<file path="src/rtl/f1_lights_seq.sv">
// Start-light sequencer: fills N_LIGHTS lights one per tick, holds them all on while the
// random delay runs, then returns to idle. Optional jump-start detection: JUMP_START_DET_EN.
module f1_lights_seq #(
  parameter int N_LIGHTS = 10,
  parameter int FILL_DIR = 0,
  localparam int CW = $clog2(N_LIGHTS + 1)
) (
  input  logic                clk,
  input  logic                rst,
  input  logic                tick,
  input  logic                trigger,
  input  logic                time_out,
  output logic                en_lfsr,
  output logic                start_delay,
  output logic [N_LIGHTS-1:0] ledr,
  output logic                reactiontrigger,
  output logic [CW-1:0]       lit_cnt,
  output logic                jump_start
);

  typedef enum logic [1:0] {
    S_IDLE  = 2'd0,
    S_FILL  = 2'd1,
    S_HOLD  = 2'd2,
    S_ABORT = 2'd3
  } state_t;

  localparam logic [CW-1:0] LAST = CW'(N_LIGHTS - 1);
  localparam logic [CW-1:0] FULL = CW'(N_LIGHTS);

  state_t        state;
  state_t        state_n;
  logic [CW-1:0] cnt_n;
  logic          blink;
  logic          blink_n;
  logic          rise;

  // Thermometer pattern with n lights on, filled from the configured end.
  function automatic logic [N_LIGHTS-1:0] therm(input logic [CW-1:0] n);
    logic [N_LIGHTS-1:0] v;
    v = '0;
    for (int i = 0; i < N_LIGHTS; i++) begin
      if (FILL_DIR == 0) begin
        v[i] = (i < int'(n));
      end else begin
        v[N_LIGHTS-1-i] = (i < int'(n));
      end
    end
    return v;
  endfunction

`ifdef JUMP_START_DET_EN
  logic trig_q;

  // A key still held from the start press never counts as a new press.
  always_ff @(posedge clk or posedge rst) begin
    if (rst) begin
      trig_q <= 1'b0;
    end else begin
      trig_q <= trigger;
    end
  end

  assign rise = trigger & ~trig_q;
`else
  assign rise = 1'b0;
`endif

  // Next-state and next-count logic.
  always_comb begin
    state_n = state;
    cnt_n   = lit_cnt;
    blink_n = blink;
    case (state)
      S_IDLE: begin
        cnt_n = '0;
        if (trigger) begin
          state_n = S_FILL;
        end else begin
          state_n = S_IDLE;
        end
      end
      S_FILL: begin
        if (rise && (lit_cnt >= CW'(1))) begin
          state_n = S_ABORT;
          blink_n = 1'b1;
        end else if (tick) begin
          if (lit_cnt < LAST) begin
            cnt_n = lit_cnt + CW'(1);
          end else begin
            state_n = S_HOLD;
            cnt_n   = FULL;
          end
        end else begin
          state_n = S_FILL;
        end
      end
      S_HOLD: begin
        if (rise) begin
          state_n = S_ABORT;
          blink_n = 1'b1;
        end else if (time_out) begin
          state_n = S_IDLE;
          cnt_n   = '0;
        end else begin
          state_n = S_HOLD;
        end
      end
`ifdef JUMP_START_DET_EN
      S_ABORT: begin
        if (tick) begin
          if (!trigger) begin
            state_n = S_IDLE;
            cnt_n   = '0;
            blink_n = 1'b0;
          end else begin
            blink_n = ~blink;
          end
        end else begin
          state_n = S_ABORT;
        end
      end
`endif
      default: begin
        state_n = S_IDLE;
        cnt_n   = '0;
        blink_n = 1'b0;
      end
    endcase
  end

  // State register; outputs are decoded from the next state so they track it without lag.
  always_ff @(posedge clk or posedge rst) begin
    if (rst) begin
      state           <= S_IDLE;
      lit_cnt         <= '0;
      blink           <= 1'b0;
      ledr            <= '0;
      en_lfsr         <= 1'b1;
      start_delay     <= 1'b0;
      reactiontrigger <= 1'b1;
      jump_start      <= 1'b0;
    end else begin
      state   <= state_n;
      lit_cnt <= cnt_n;
      blink   <= blink_n;
      case (state_n)
        S_IDLE: begin
          ledr            <= '0;
          en_lfsr         <= 1'b1;
          start_delay     <= 1'b0;
          reactiontrigger <= 1'b1;
          jump_start      <= 1'b0;
        end
        S_FILL: begin
          ledr            <= therm(cnt_n);
          en_lfsr         <= (cnt_n < LAST);
          start_delay     <= 1'b0;
          reactiontrigger <= 1'b0;
          jump_start      <= 1'b0;
        end
        S_HOLD: begin
          ledr            <= '1;
          en_lfsr         <= 1'b0;
          start_delay     <= 1'b1;
          reactiontrigger <= 1'b0;
          jump_start      <= 1'b0;
        end
        S_ABORT: begin
          ledr            <= blink_n ? '1 : '0;
          en_lfsr         <= 1'b1;
          start_delay     <= 1'b0;
          reactiontrigger <= 1'b0;
          jump_start      <= 1'b1;
        end
        default: begin
          ledr            <= '0;
          en_lfsr         <= 1'b1;
          start_delay     <= 1'b0;
          reactiontrigger <= 1'b1;
          jump_start      <= 1'b0;
        end
      endcase
    end
  end

endmodule

</file>
<file path="config.mk">
export PLATFORM = sky130hd
export DESIGN_NAME = f1_lights_seq
export DESIGN_NICKNAME = d
export VERILOG_FILES = /design/src/rtl/f1_lights_seq.sv
export SDC_FILE = /design/constraint.sdc
export NUM_CORES = 1
export LEC_CHECK = 0
export CAP_MARGIN = 20
export CELL_PAD_IN_SITES_DETAIL_PLACEMENT = 0
export CELL_PAD_IN_SITES_GLOBAL_PLACEMENT = 1
export CORE_UTILIZATION = 35
export CTS_CLUSTER_SIZE = 25
export DETAILED_ROUTE_END_ITERATION = 10
export PLACE_DENSITY_LB_ADDON = 0.05
export SLEW_MARGIN = 20
export SYNTH_ARGS = -nofsm -noshare
export SYNTH_HDL_FRONTEND = slang
export SYNTH_SLANG_ARGS = --single-unit
</file>
<file path="constraint.sdc">
create_clock -name clk -period 2.68 [get_ports clk]
set_input_delay 0.536 -clock clk [delete_from_list [all_inputs] [get_ports clk]]
set_output_delay 0.536 -clock clk [all_outputs]
set_load 0.05 [all_outputs]
</file>
==> reports/metrics.yaml, run 1 <==
p_leak_nw: 0.749
port_buffers: 22
rsz0062_at_grt: "no"
yosys.area.top_type: "dfrtp_1"
ys_seq_area_share_pct: 47.5
hold_path.class: "reg2reg"
dr.pass1.iters: 4
fp.dieW_um: 58.3
layout-drive-gt1-share_pct: 35.0
end_kind: "flip-flop"
met3_length_um: 86
top_layer: "met3"
cts.clk_slew.worst_paths_ps: 110
avgViaCountPerCell: 4.66
ir_drop_v: 0.000382
post-route-period-util_pct: 95.2
netlist_area_mm2: 0.00111
tightest_slew_ps: 774
grt_max_degree: 22
cp.arrival_ps: 2790
diodes: 0
grt_pass1_vias: 801
maxCapViolations: 0
rows: 20
dp_hpwl_um: 1720
ios: 23
worstPathRequired_ps: 2920
grt_pass1_wl_um: 3590
skew_ps: 2.77
worstSetupPathType: "reg2reg"
postCtsHoldBufs: 0
clock_path_buffers: 2
h-tree-depth: 1
drt-total-wl_um: 2220
die_h_um: 58.3
root_buffer: "clkbuf_4"
clk_latency_ps: 300
synth_area_leaders: "dfrtp_1 (43%), ha_1 (14%), dfstp_2 (4.7%)"
yosys.area.top_type_share_pct: 42.8
power.density_mw_per_mm2: 741
slowest_delay_ps: 410
synth.distinct_cells: 34
syn_avg_cell_area_um2: 11.5
relSlewSlack_pct: 48.4
crit_fanout: 5
finalHoldViolations: 0
cts_tree: "built"
antenna_found_initial: 0
critPathTopFamily: "compound AO/OA/AOI/OAI gates"
drtIter0Drc: 18
dr_wl_met2_um: 1090
area_delta_synth_final_pct: 43.0
status: "complete, no violations"
die-area_mm2: 0.00340
place.gp.congestion: 0.759
yosys_warnings: 0
wl_per_cell_um: 12.0
cts.sinks: 21
synthCells: 97
max_freq_mhz: 392
setup_violations: 0
cts_buffers: 3
m1WireLength_um: 1040
fin_nets: 158
period_needed_ps: 2550
track_usage_pct: 14.1
reg2reg_slack_ps: 130
routed-via-count: 857
fin_setup_tns_ps: 0
worst-path-buf-inv: 1
syn_nets: 114
slowest_stage: "dfrtp_2"
final_util_pct: 52.5
ant_nets: 0
grt_overflow: 0
core-area_mm2: 0.00303
slew_viol_final: 0
start_kind: "flip-flop"
ys_ff_latch: 21
crit_chain: "inv_1, ha_2, nand2b_2, and2_4, o21ai_2, nand2_1, a21o_1, ha_4, or3_4, a211o_1, o221a_4, nor2_2"
initial_core_util_pct: 36.7
drc: 0
cell usage after synthesis:
cell type  instances
a2bb2oi_1          1
o221a_2            1
a32o_1             1
o21ai_0            6
o31ai_1            1
inv_1             10
and4b_2            1
nor3b_1            1
o32ai_4            1
nor2_1             4
nor2b_4            1
or2b_2             1
a21bo_2            1
a21o_1             2
nor2b_1            1
nand2_1            5
nor3_1             1
o21a_1             2
nand3_1            1
a211o_1            1
a21boi_2           1
dfrtp_1           19
and2_1             3
nand4_1            2
a21oi_1            6
inv_2              1
ha_1              12
o221a_4            1
or3_4              1
o22ai_1            3
and4bb_1           1
dfstp_2            2
o31ai_2            1
nand2b_2           1
stage by stage:
step | setup WS (ps) | hold slack [ps] | instance area (um2) | total power, W | instances
floorplan | 6.50 | 480 | 1130 | 0.000797 | 97
global route | 7.73 | 564 | 1590 | 0.00126 | 184
finish | 128 | 536 | 1590 | 0.00118 | 184
global placement | 55.3 | 511 | 1530 | 0.00102 | 179
CTS | 94.8 | 538 | 1550 | 0.00117 | 183
detailed placement | 0.787 | 510 | 1530 | 0.00101 | 179
routing by layer:
metal,track usage [%],vias to the layer above
met5,0,-
met4,2.04,0
met3,4.62,0
met2,23.5,19
met1,18.5,413
li1,-,425
layout by cell type, fill, tap and decap left out, types with 2 or more instances in the layout:
master / Yosys / layout
nor2_1: 4 / 2
dfrtp_2: 0 / 2
inv_1: 10 / 9
clkdlybuf4s50_1: 0 / 22
buf_4: 0 / 17
nand4_1: 2 / 2
dfstp_2: 2 / 2
nand2_1: 5 / 5
ha_2: 0 / 2
o21ai_0: 6 / 5
ha_1: 12 / 9
a21o_1: 2 / 2
nor2_2: 0 / 2
dfrtp_1: 19 / 17
o22ai_1: 3 / 3
a21oi_1: 6 / 3
clkbuf_4: 0 / 3
a21oi_2: 0 / 3
and2_1: 3 / 2
o21a_1: 2 / 2
inv_2: 1 / 2
path summary, 6_finish.rpt:
path	start	to	cells after the start
min	blink$_DFF_PP0_	blink$_DFF_PP0_	1
max	lit_cnt[1]$_DFF_PP0_	ledr[5]$_DFF_PP0_	12
max reg2reg	lit_cnt[1]$_DFF_PP0_	ledr[5]$_DFF_PP0_	12
min in group asynchronous	rst	ledr[9]$_DFF_PP0_	2
min reg2reg	blink$_DFF_PP0_	blink$_DFF_PP0_	1
max in group asynchronous	rst	lit_cnt[0]$_DFF_PP0_	2
where the power goes:
part           switching (W)  internal [W]
combinational       0.000375      0.000276
sequential         0.0000174      0.000364
clock              0.0000894     0.0000556
total               0.000482      0.000696
sequential cells by signal, indices dropped and copies added (netlist names):
name,flops
en_lfsr,1
state,2
lit_cnt,4
ledr,10
jump_start,1
start_delay,1
reactiontrigger,1
blink,1
worst reg2reg max path, stage by stage (launching register included):
cell	delay, ps
dfrtp_2	410
inv_1	80
ha_2	190
nand2b_2	70
and2_4	170
o21ai_2	120
nand2_1	90
a21o_1	230
ha_4	170
or3_4	360
a211o_1	340
o221a_4	160
nor2_2	110
kinds of logic (layout without fill, tap and decap cells):
logic type	after synthesis	count (layout)	synth area share [%]
flip-flops	21	21	47.5
AND/OR/NAND/NOR	24	24	14.0
AO/OA/AOI/OAI	29	29	21.3
adder cells (fa/ha/maj)	12	12	13.5
buffers and inverters	11	54	3.72
cell type report:
| class | count | area, um2 |
|---|---|---|
| fillers | 291 | 1440 |
| multi-input cells | 65 | 587 |
| flip-flops and latches | 21 | 531 |
| repair buffers | 39 | 348 |
| well taps | 44 | 55.1 |
| inverters | 11 | 41.3 |
| clock buffers | 3 | 22.5 |
| clock inverters | 1 | 5.00 |
repair_timing:
action | CTS | global route
resized for setup | 0 | 10
endpoints found under the setup margin | 0 | 7
setup buffers | 0 | 1
(Power assumes the default switching activity.)
==> run 2, diff against run 1 <==
CORE_MARGIN = 1   (was default)
clock period = 2.3 ns   (was 2.68 ns; I/O delays follow)
==> run 2 against run 1 <==
  * The run now ends with setup timing left
  * Sequential power is 18% higher
  * Setup slack worse by 290 ps
  * Wire length increased by 9.9%
  * Register-to-register slack got worse by 290 ps
  * Sequential cell count is the same
  * Critical path depth shrank 2
  * Clock-buffer cell count did not move
  * Clock skew down 0.91 ps
  * Total power grew 31%
  * Critical path type unchanged
  * Critical endpoint is now ledr[6]$_DFF_PP0_
  * Largest cell class unchanged
==> reports/metrics.yaml, run 2 (synthesis gave the netlist of run 1 again) <==
worstSetupPathType: "reg2reg"
drtIter0Drc: 17  # -1
final_common_cell: "buf_4"
final_cell_mix: "buf_4 (36), clkdlybuf4s50_1 (22), dfrtp_1 (16), ha_1 (9), inv_1 (7)"
reg2reg_slack_ps: -160  # -290 ps
relSlewSlack_pct: 67.1  # +19 points
cts_buffers: 3  # unchanged
routed-via-count: 935  # +9.1%
grt_pass1_wl_um: 4070  # +13%
postLayoutCellArea_mm2: 0.00175  # +10%
violations: "setup timing"
p_leak_nw: 0.845  # +13%
place.gp.congestion: 0.717  # -5.6%
grt_pass1_vias: 934  # +17%
skew_ps: 1.86  # -0.905 ps
ios: 23  # unchanged
initial_core_util_pct: 36.7  # unchanged
status: "complete, but fails checks"
maxCapViolations: 0  # unchanged
drc: 0  # unchanged
slew_viol_final: 0  # unchanged
port_buffers: 22  # unchanged
grt_overflow: 0  # unchanged
grt_max_degree: 13  # -41%
nFillCells: 284  # -2.4%
final_util_pct: 57.9  # +5.5 points
crit_fanout: 5  # unchanged
core-area_mm2: 0.00303  # unchanged
wl_per_cell_um: 12.0  # -0.36%
top_register: "ledr"
largest_register_ff_count: 10  # unchanged
cp.arrival_ps: 2700  # -90 ps
power.density_mw_per_mm2: 877  # +18%
hold_path.class: "in2async"
cts_tree: "built"
fin_setup_tns_ps: -1350  # -1350 ps
h-tree-depth: 1  # unchanged
dp_hpwl_um: 1940  # +13%
clock_path_buffers: 2  # unchanged
start_kind: "flip-flop"
fp.dieW_um: 58.3  # unchanged
postPlaceCellArea_mm2: 0.00164  # +7.8%
track_usage_pct: 15.9  # +1.7 points
ir_drop_v: 0.000489  # +28%
avgViaCountPerCell: 4.61  # -1.1%
drt-total-wl_um: 2440  # +9.9%
layout-drive-gt1-share_pct: 44.7  # +9.7 points
period_needed_ps: 2460  # -90.3 ps
die-area_mm2: 0.00340  # unchanged
dr.pass1.iters: 4  # unchanged
rsz0062_at_grt: "yes"
worstPathRequired_ps: 2540  # -380 ps
root_buffer: "clkbuf_4"
rows: 20  # unchanged
power_w: 0.00154  # +31%
ant_nets: 0  # unchanged
end_kind: "flip-flop"
diodes: 0  # unchanged
die_h_um: 58.3  # unchanged
fin_nets: 177  # +12%
final.setup.worst_slack_ps: -162  # -290 ps
area_delta_synth_final_pct: 57.9
clk_latency_ps: 300  # about the same
post-route-period-util_pct: 107  # +12 points
cts.sinks: 21  # unchanged
reg.largest.list: "ledr (10), lit_cnt (4), state (2)"
pre_cts_ws_ps: -327  # -327 ps
tightest_slew_ps: 492  # -282 ps
antenna_found_initial: 0  # unchanged
setup_violations: 10  # +10
cts.clk_slew.worst_paths_ps: 110  # about the same
max_freq_mhz: 406  # +3.7%
finalHoldViolations: 0  # unchanged
-- run 2: critical path, stage by stage (launching register included) --
cell     delay [ps]
dfrtp_1         420
inv_1            80
ha_1            130
or2b_2          300
a21o_1          210
buf_4           150
ha_4            150
or3_4           360
a211o_1         330
o221a_4         160
a21oi_2         100
-- run 2: area by class of cell --
class / count / area, um2 / area share [%]
multi-input cells: 65 / 606 / 34.5
flip-flops and latches: 21 / 532 / 30.3
repair buffers: 58 / 490 / 28.0
well taps: 44 / 55.1 / 3.14
inverters: 11 / 43.8 / 2.50
clock buffers: 3 / 22.5 / 1.28
clock inverters: 1 / 5.00 / 0.285
-- run 2: routing by layer --
metal	vias up	track usage [%]	wire length (um)
met5	-	0	0
met4	0	2.72	0
met3	0	4.62	96
met2	21	26.9	1230
met1	448	20.4	1110
li1	466	-	-
-- run 2: metrics by stage --
stage / std cells / hold WS (ps)
after floorplan: 97 / 435
after global placement: 191 / 511
after detailed placement: 191 / 512
after CTS: 199 / 410
after global routing: 203 / 438
final: 203 / 407
-- run 2: power by group --
group	leakage, nW	switching (W)	total, W	internal (W)
clock network	0.0177	0.000111	0.000176	0.0000649
logic	0.550	0.000481	0.000915	0.000434
registers	0.278	0.0000235	0.000448	0.000424
total	0.845	0.000615	0.00154	0.000923
-- run 2: timing repair --
action	CTS	global route
pin swaps	1	10
hold buffers	0	0
setup endpoints to repair	10	10
buffers inserted	4	4
resized for setup	4	3
endpoints found under the hold margin	0	0
-- run 2: worst paths after layout --
| kind | startpoint | end | cells past startpoint |
|---|---|---|---|
| hold / removal | rst | lit_cnt[3]$_DFF_PP0_ | 2 |
| hold reg to reg | blink$_DFF_PP0_ | blink$_DFF_PP0_ | 1 |
| setup reg to reg | state[0]$_DFF_PP0_ | ledr[6]$_DFF_PP0_ | 10 |
| max in group asynchronous | rst | reactiontrigger$_DFF_PP1_ | 3 |
| min in group clk | blink$_DFF_PP0_ | blink$_DFF_PP0_ | 1 |
| setup / recovery | state[0]$_DFF_PP0_ | ledr[6]$_DFF_PP0_ | 10 |
==> run 3, diff against run 2 <==
CORE_ASPECT_RATIO = 1.4   (was default)
==> run 3 against run 2 <==
  * The flow still finishes with violations (setup timing)
  * Largest cell class unchanged
  * Highest routed layer is now met4
  * Critical endpoint unchanged
  * Final area increased by 2.1%
  * Combinational power increased by 4.5%
  * Worst hold slack gained 120 ps
  * Clock skew increased by 1.6 ps
  * Non-clock buffer count increased by 1
==> reports/metrics.yaml, run 3 (synthesis gave the netlist of run 1 again) <==
tightest_slew_ps: 501  # +9.05 ps
power_w: 0.00164  # +6.7%
cts.clk_slew.worst_paths_ps: 80  # -30 ps
ir_drop_v: 0.000975  # +100%
relSlewSlack_pct: 66.5  # -0.61 points
reg.largest.list: "ledr (10), lit_cnt (4), state (2)"
dr.pass1.iters: 4  # unchanged
crit_chain: "inv_4, ha_4, nand2b_4, and2_4, o21ai_2, nand2_2, a21o_1, ha_4, or3_4, a211o_1, o221a_4, a21oi_2"
finalHoldViolations: 0  # unchanged
final_cell_mix: "buf_4 (36), clkdlybuf4s50_1 (21), dfrtp_1 (16), ha_1 (8)"
final_util_pct: 61.0  # +3.1 points
drc: 0  # unchanged
end_kind: "flip-flop"
initial_core_util_pct: 37.9  # +1.2 points
fin_nets: 178  # +0.56%
violations: "setup timing"
fp.dieW_um: 49.6  # -15%
core-area_mm2: 0.00294  # -3.1%
port_buffers: 22  # unchanged
h-tree-depth: 1  # unchanged
skew_ps: 3.43  # +1.57 ps
postPlaceCellArea_mm2: 0.00161  # -1.9%
period_needed_ps: 2380  # -83.5 ps
layout-drive-gt1-share_pct: 48.1  # +3.5 points
max_freq_mhz: 420  # +3.5%
cts_tree: "built"
grt_pass1_vias: 953  # +2.0%
die_h_um: 68.7  # +18%
ant_nets: 0  # unchanged
clock_path_buffers: 2  # unchanged
drt-total-wl_um: 2480  # +2.0%
cp_common_cell: "ha_4"
antenna_found_initial: 0  # unchanged
hold_slack_ps: 527  # +120 ps
start_kind: "flip-flop"
hold_path.class: "in2async"
dp_hpwl_um: 1860  # -4.2%
die-area_mm2: 0.00341  # +0.11%
maxCapViolations: 0  # unchanged
setup_violations: 8  # -2
largest_register_ff_count: 10  # unchanged
avgViaCountPerCell: 4.74  # +2.9%
critPathTopFamily: "compound AO/OA/AOI/OAI gates"
postLayoutCellArea_mm2: 0.00179  # +2.1%
ios: 23  # unchanged
worst-path-buf-inv: 1  # -1
grt_pass1_wl_um: 4340  # +6.6%
rows: 23  # +15%
grt_overflow: 0  # unchanged
post-route-period-util_pct: 103  # -3.6 points
place.gp.congestion: 0.787  # +9.8%
worstPathRequired_ps: 2490  # -50 ps
rsz0062_at_grt: "yes"
area_delta_synth_final_pct: 61.1
power.density_mw_per_mm2: 917  # +4.5%
root_buffer: "clkbuf_8"
clk_latency_ps: 260  # -40 ps
drtIter0Drc: 23  # +6
wl_per_cell_um: 12.6  # +5.1%
worstSetupPathType: "reg2reg"
status: "complete, but fails checks"
cts_buffers: 3  # unchanged
diodes: 0  # unchanged
slowest_stage: "dfrtp_2"
track_usage_pct: 17.0  # +1.1 points
final.setup.worst_slack_ps: -78.3  # +83.5 ps
cts.sinks: 21  # unchanged
pre_cts_ws_ps: -321  # +5.56 ps
crit_fanout: 5  # unchanged
p_leak_nw: 0.863  # +2.1%
slowest_delay_ps: 420  # about the same
routed-via-count: 934  # -0.11%
cp.arrival_ps: 2570  # -130 ps
final_common_cell: "buf_4"
slew_viol_final: 0  # unchanged
top_register: "ledr"
grt_max_degree: 22  # +9
[run 3: worst reg2reg max path: cells and delay by family (launching register included)]
family	cells	cell delay, ps
buf+inv	1	70
simple gates	4	640
flops	1	420
compound gates	5	880
fa+ha+maj	2	310
[run 3: worst paths after layout]
kind                                            from                   endpoint  cells past startpoint  slack [ps]
worst max-delay path            lit_cnt[0]$_DFF_PP0_          ledr[6]$_DFF_PP0_                     12         -80
worst max register to register  lit_cnt[0]$_DFF_PP0_          ledr[6]$_DFF_PP0_                     12         -80
worst min-delay path                             rst          ledr[3]$_DFF_PP0_                      3         530
worst min register to register       blink$_DFF_PP0_            blink$_DFF_PP0_                      1         530
max in group asynchronous                        rst  reactiontrigger$_DFF_PP1_                      3        1500
min in group clk                     blink$_DFF_PP0_            blink$_DFF_PP0_                      1         530
[run 3: power by group]
part	internal, W	leakage, nW	switching [W]
combinational	0.000464	0.559	0.000492
sequential	0.000424	0.278	0.0000236
clock	0.000121	0.0255	0.000116
[run 3: area by class of cell]
class | count | area [um2]
fill | 281 | 1140
multi-input combinational | 65 | 622
sequential | 21 | 532
timing repair buffer | 59 | 500
tap | 37 | 46.3
inverter | 11 | 43.8
clock buffer | 3 | 41.3
clock inverter | 1 | 5.00
[run 3: repair_timing]
action / 4_1_cts / 5_1_grt
resized for setup: 8 / 8
setup endpoints to repair: 10 / 10
buffers inserted: 11 / 1
hold buffers: 0 / 0
pin swaps: 9 / 7
[run 3: metal layers]
layer  GRT usage [%]  up-vias  wire [um]
met1            20.1      443       1080
met3            3.73        5         65
met5               0        -          0
met4            6.43        0         38
met2            30.1       15       1300
li1                -      471          -
[run 3: per-stage QoR]
stage                     cells  TNS [ps]
after global placement      181     -2340
final                       197      -376
after CTS                   196     -1130
after detailed placement    181     -2780
after floorplan              97     -1920
after global routing        197     -1330
